==> src/rtl/ne_dot_accum_if.sv <==
// Handshake bundle for ne_dot_accum: carry-save input beats in, accumulated results out.
// The slave modport is the accumulator; the master modport is the upstream/downstream side.
interface ne_dot_accum_if #(
    parameter int WIDTH = 32,
    parameter int ACC_W = 40
);
    logic             in_valid;
    logic             in_ready;
    logic [WIDTH-1:0] in_sum;
    logic [WIDTH-1:0] in_carry;
    logic             in_last;
    logic             out_valid;
    logic             out_ready;
    logic [ACC_W-1:0] out_data;
    logic [7:0]       out_count;
    logic             out_ovf;

    modport slave (
        input  in_valid, in_sum, in_carry, in_last, out_ready,
        output in_ready, out_valid, out_data, out_count, out_ovf
    );

    modport master (
        output in_valid, in_sum, in_carry, in_last, out_ready,
        input  in_ready, out_valid, out_data, out_count, out_ovf
    );
endinterface

==> src/rtl/ne_dot_accum.sv <==
// Dot-product accumulator: resolves carry-save beats (stage P) and sums them into a signed result.
// Optional build macro NE_DOT_ACCUM_SATURATE_EN clamps on overflow instead of wrapping.
module ne_dot_accum #(
    parameter int WIDTH = 32,
    parameter int ACC_W = 40
) (
    input  logic             clk,
    input  logic             rst,
    ne_dot_accum_if.slave    bus
);
    localparam logic [1:0] ST_IDLE = 2'd0;
    localparam logic [1:0] ST_ACC  = 2'd1;
    localparam logic [1:0] ST_DONE = 2'd2;

    localparam logic [ACC_W-1:0] ACC_MAX = {1'b0, {(ACC_W-1){1'b1}}};
    localparam logic [ACC_W-1:0] ACC_MIN = {1'b1, {(ACC_W-1){1'b0}}};

    // Signed overflow: operands agree in sign but the result does not.
    function automatic logic add_ovf(input logic [ACC_W-1:0] a,
                                     input logic [ACC_W-1:0] b,
                                     input logic [ACC_W-1:0] s);
        return (a[ACC_W-1] == b[ACC_W-1]) && (s[ACC_W-1] != a[ACC_W-1]);
    endfunction

    logic [1:0]       state_q, state_d;
    logic             p_valid_q, p_valid_d;
    logic [WIDTH-1:0] p_val_q, p_val_d;
    logic             p_last_q, p_last_d;
    logic [ACC_W-1:0] acc_q, acc_d;
    logic [7:0]       count_q, count_d;
    logic             ovf_q, ovf_d;

    logic             in_ready_s, accept_s, p_adv_s, out_fire_s, add_ovf_s;
    logic [ACC_W-1:0] addend_s, acc_base_s, sum_s, acc_new_s;

    // Handshake qualifiers and the accumulate datapath.
    always_comb begin
        in_ready_s = !p_valid_q || (state_q != ST_DONE);
        accept_s   = bus.in_valid && in_ready_s;
        p_adv_s    = p_valid_q && (state_q != ST_DONE);
        out_fire_s = (state_q == ST_DONE) && bus.out_ready;
        addend_s   = {{(ACC_W-WIDTH){p_val_q[WIDTH-1]}}, p_val_q};
        acc_base_s = (state_q == ST_IDLE) ? {ACC_W{1'b0}} : acc_q;
        sum_s      = acc_base_s + addend_s;
        add_ovf_s  = add_ovf(acc_base_s, addend_s, sum_s);
`ifdef NE_DOT_ACCUM_SATURATE_EN
        if (add_ovf_s) begin
            acc_new_s = acc_base_s[ACC_W-1] ? ACC_MIN : ACC_MAX;
        end else begin
            acc_new_s = sum_s;
        end
`else
        acc_new_s = sum_s;
`endif
    end

    // Next-state for stage P, the FSM and the accumulator registers.
    always_comb begin
        state_d   = state_q;
        p_valid_d = p_valid_q;
        p_val_d   = p_val_q;
        p_last_d  = p_last_q;
        acc_d     = acc_q;
        count_d   = count_q;
        ovf_d     = ovf_q;

        if (accept_s) begin
            p_valid_d = 1'b1;
            p_val_d   = bus.in_sum + bus.in_carry;
            p_last_d  = bus.in_last;
        end else if (p_adv_s) begin
            p_valid_d = 1'b0;
        end else begin
            p_valid_d = p_valid_q;
        end

        case (state_q)
            ST_IDLE, ST_ACC: begin
                if (p_adv_s) begin
                    acc_d   = acc_new_s;
                    ovf_d   = ((state_q == ST_IDLE) ? 1'b0 : ovf_q) | add_ovf_s;
                    if (state_q == ST_IDLE) begin
                        count_d = 8'd1;
                    end else begin
                        count_d = (count_q == 8'd255) ? 8'd255 : count_q + 8'd1;
                    end
                    state_d = p_last_q ? ST_DONE : ST_ACC;
                end else begin
                    state_d = state_q;
                end
            end
            ST_DONE: begin
                // A pending P beat waits here; it starts the next result from IDLE.
                if (out_fire_s) begin
                    state_d = ST_IDLE;
                    ovf_d   = 1'b0;
                end else begin
                    state_d = ST_DONE;
                end
            end
            default: begin
                state_d = ST_IDLE;
            end
        endcase
    end

    // State registers with synchronous reset.
    always_ff @(posedge clk) begin
        if (rst) begin
            state_q   <= ST_IDLE;
            p_valid_q <= 1'b0;
            p_val_q   <= {WIDTH{1'b0}};
            p_last_q  <= 1'b0;
            acc_q     <= {ACC_W{1'b0}};
            count_q   <= 8'd0;
            ovf_q     <= 1'b0;
        end else begin
            state_q   <= state_d;
            p_valid_q <= p_valid_d;
            p_val_q   <= p_val_d;
            p_last_q  <= p_last_d;
            acc_q     <= acc_d;
            count_q   <= count_d;
            ovf_q     <= ovf_d;
        end
    end

    assign bus.in_ready  = in_ready_s;
    assign bus.out_valid = (state_q == ST_DONE);
    assign bus.out_data  = acc_q;
    assign bus.out_count = count_q;
    assign bus.out_ovf   = ovf_q;
endmodule
==> src/flat_wrapper.sv <==
// flat-port wrapper written by rule: the top's interface ports become plain ports
module ne_dot_accum_flat 
#(
    parameter int WIDTH = 32,
    parameter int ACC_W = 40
)
  (clk, rst, bus_in_valid, bus_in_sum, bus_in_carry, bus_in_last, bus_out_ready, bus_in_ready, bus_out_valid, bus_out_data, bus_out_count, bus_out_ovf);
  ne_dot_accum_if #(.WIDTH(WIDTH), .ACC_W(ACC_W)) bus_i ();
  input  logic clk;
  input  logic rst;
  input wire logic [$bits(bus_i.in_valid)-1:0] bus_in_valid;
  input wire logic [$bits(bus_i.in_sum)-1:0] bus_in_sum;
  input wire logic [$bits(bus_i.in_carry)-1:0] bus_in_carry;
  input wire logic [$bits(bus_i.in_last)-1:0] bus_in_last;
  input wire logic [$bits(bus_i.out_ready)-1:0] bus_out_ready;
  output wire logic [$bits(bus_i.in_ready)-1:0] bus_in_ready;
  output wire logic [$bits(bus_i.out_valid)-1:0] bus_out_valid;
  output wire logic [$bits(bus_i.out_data)-1:0] bus_out_data;
  output wire logic [$bits(bus_i.out_count)-1:0] bus_out_count;
  output wire logic [$bits(bus_i.out_ovf)-1:0] bus_out_ovf;
  assign bus_i.in_valid = bus_in_valid;
  assign bus_i.in_sum = bus_in_sum;
  assign bus_i.in_carry = bus_in_carry;
  assign bus_i.in_last = bus_in_last;
  assign bus_i.out_ready = bus_out_ready;
  assign bus_in_ready = bus_i.in_ready;
  assign bus_out_valid = bus_i.out_valid;
  assign bus_out_data = bus_i.out_data;
  assign bus_out_count = bus_i.out_count;
  assign bus_out_ovf = bus_i.out_ovf;
  ne_dot_accum #(.WIDTH(WIDTH), .ACC_W(ACC_W)) u_core (.clk(clk), .rst(rst), .bus(bus_i));
endmodule
==> config.mk <==
export PLATFORM = sky130hd
export DESIGN_NAME = ne_dot_accum_flat
export DESIGN_NICKNAME = d
export VERILOG_FILES = /design/src/rtl/ne_dot_accum_if.sv /design/src/rtl/ne_dot_accum.sv /design/src/flat_wrapper.sv
export SDC_FILE = /design/constraint.sdc
export NUM_CORES = 1
export LEC_CHECK = 0
export ABC_AREA = 1
export CAP_MARGIN = 25
export CORE_AREA = 5 5 130 132
export DETAILED_ROUTE_END_ITERATION = 7
export DIE_AREA = 0 0 135 137
export GPL_TIMING_DRIVEN = 0
export PLACE_DENSITY = 0.82
export SLEW_MARGIN = 20
export SYNTH_ARGS = -nofsm -noshare
export SYNTH_HDL_FRONTEND = slang
export SYNTH_SLANG_ARGS = --single-unit
==> constraint.sdc <==
create_clock -name clk -period 3 [get_ports clk]
set_input_delay 0.6 -clock clk [delete_from_list [all_inputs] [get_ports clk]]
set_output_delay 0.6 -clock clk [all_outputs]
set_load 0.05 [all_outputs]
==> results.toml <==
[critical_path]
crit_required_ns = 3.25
start_kind = "flip-flop"
cp_max_fo = 10
crit_type = "reg2reg"
arrival_ns = 3.11
cp-end-kind = "flip-flop"
r2r_slack_ns = 0.14

[synthesis]
synthesis.area_um2 = 8720
ys.flop_type = "dfxtp_1"
synth_edf_count = 0
synth_seq_area_share = 0.195
ys_ff_latch = 85
synth_cell_types = 39
async_flop_share = 0
synth_cells = 1544
yosys_warnings = 0
synth_fp_nets = 1686
syn_avg_cell_area_um2 = 5.65

[final_layout]
fillers = 1493
stdcell_area_um2 = 10500
drive_above_1_share = 0.0512
layout.nets = 1817
most-common-layout-cells = "nand2_1 (402), inv_1 (288), nor2_1 (232), a21oi_1 (125), clkdlybuf4s50_1 (118)"
areaGrowthSynthToFinish_pct = 20.8
final_common_cell = "nand2_1"
n_antenna_cell = 0

[die]
core_um2 = 15600
num_rows = 46
die_y_um = 137
io_pins = 120
die_w_um = 135
dieArea_um2 = 18500
initial_core_util = 0.559

[global_route]
grt_max_degree = 16
grt_pass1_vias = 9454
grt_pass1_wl_mm = 45.2
grt_overflow_total = 0
grt_usage = 0.308
antenna_found_initial = 0

[detailed_routing]
viasPerCell = 5.27
first_pass_iters = 6
wl_mm = 28.3
drtIter0Drc = 783
postRouteAntennaNets = 0
avgRoutedWirePerCell_um = 14.9
drc = 0
vias = 9996

[sta]
fin_skew_ns = 0.0109
slew_headroom = 0.497
min_period_ns = 2.86
report.final.setup_viol = 0
worst_slew_pin_slew_ns = 0.755
final_max_slew_viol_count = 0
final_hold_viol_count = 0
whs_ns = 0.488
fmaxAchievable_mhz = 349
period_share = 0.954
rsz0062_at_grt = "no"

[job]
maxCapViolCount = 0

[clock_tree]
hold_buffers = 0
worstSkewPairLatency_ns = 0.36
clk_pin_slew_ns = 0.07
cts_tree = "done"
cts_inserted_buffers = 9
cts_sinks = 85
root_buffer = "clkbuf_16"
cts_max_level = 3
cts_buffer_depth = 2

[place]
port_buffers = 118
dp_hpwl_mm = 23.7
place_area_um2 = 10200
place_congestion = 0.964

[power]
peakVddDrop_v = 0.000267
power.leakage_nw = 5.49
p_per_area_nw_per_um2 = 357

[min_path]
hold_class = "reg2reg"

[status]
outcome = "finished, final reports clean"
==> registers in the layout, summed over array words and instances (netlist names) <==
signal	cells
u_core.p_valid_q	1
u_core.bus.out_ovf	1
u_core.p_last_q	1
u_core.bus.out_count	8
u_core.p_val_q	32
u_core.state_q	2
u_core.bus.out_data	40
==> layer usage <==
metal | up-vias | GRT usage | routed length (um) | part of all wire
li1 | 5105 | - | - | -
met1 | 4412 | 0.376 | 12000 | 0.42
met5 | - | 0 | 0 | 0
met2 | 371 | 0.522 | 12900 | 0.46
met4 | 0 | 0.186 | 1690 | 0.060
met3 | 108 | 0.0360 | 1680 | 0.059
==> what timing repair did <==
action / 4_1_cts / 5_1_grt
endpoints found under the hold margin: 0 / 0
setup buffers: 0 / 2
pin swaps: 1 / 1
resized for setup: 9 / 11
cloned: 0 / 0
endpoints found under the setup margin: 27 / 18
==> per-stage QoR <==
step	setup TNS (ns)	total power, mW	setup slack, ns	std cells	utilization
5_1_grt	0	3.96	0.0391	1896	0.676
3_3_place_gp	-6.43	2.54	-0.479	1878	0.652
3_5_place_dp	-7.27	2.56	-0.554	1878	0.652
6_report	0	3.76	0.138	1896	0.676
2_1_floorplan	0	2.15	0.508	1544	-
4_1_cts	0	3.75	0.00127	1894	0.673
==> worst paths after layout <==
kind                                            start  cells past startpoint                              endpoint
setup reg to reg       u_core.state_q[0]$_SDFFE_PP0P_                     16  u_core.bus.out_data[28]$_SDFFE_PP0P_
setup / recovery       u_core.state_q[0]$_SDFFE_PP0P_                     16  u_core.bus.out_data[28]$_SDFFE_PP0P_
hold / removal    u_core.bus.out_data[0]$_SDFFE_PP0P_                      2   u_core.bus.out_data[0]$_SDFFE_PP0P_
hold reg to reg   u_core.bus.out_data[0]$_SDFFE_PP0P_                      2   u_core.bus.out_data[0]$_SDFFE_PP0P_
==> cells in the mapped netlist (all sizes together), types with 8 or more instances <==
cell type / number / area (um^2)
nor2: 239 / 910
nand4: 13 / 81.3
nand2: 425 / 1650
nor3: 12 / 75.1
clkbuf: 22 / 82.6
xor2: 21 / 184
dfxtp: 85 / 1700
nand3: 88 / 490
inv: 290 / 1090
a21oi: 129 / 657
o21ai: 95 / 483
o21bai: 8 / 67.6
ha: 71 / 888
==> final cells by class <==
class,count,area (um^2),area share
multi-input cells,1141,5840,0.555
repair buffers,120,1200,0.114
flip-flops and latches,85,1700,0.162
clock inverters,6,68.8,0.00653
plain buffers,28,126,0.0120
inverters,290,1090,0.103
clock buffers,10,239,0.0227
well taps,216,270,0.0257
==> power by group <==
group	internal, mW	switching, mW	total (mW)
clock network	0.675	0.523	1.20
logic	0.460	0.813	1.27
registers	1.22	0.0731	1.29
total	2.35	1.41	3.76
==> worst max-delay path, cell delays in order, from the launching register on <==
cell and delay, ns:
dfxtp_2 0.39, nor2_4 0.07, buf_6 0.15, nor2_1 0.10
ha_2 0.23, inv_1 0.10, fa_1 0.42, inv_2 0.09
nand3_1 0.12, nand3_4 0.14, inv_1 0.05, nor2_1 0.17
o21ai_0 0.16, nand2_1 0.20, nor2_1 0.09, o21ai_0 0.19
inv_1 0.08
==> cells by family after synthesis <==
kind of cell / share of synthesized area
AO/OA/AOI/OAI: 0.154
XOR/XNOR: 0.0271
adder cells (fa/ha/maj): 0.106
buffers and inverters: 0.138
flip-flops: 0.195
AND/OR/NAND/NOR: 0.380
Note: power is estimated with default switching activity, not from simulation.
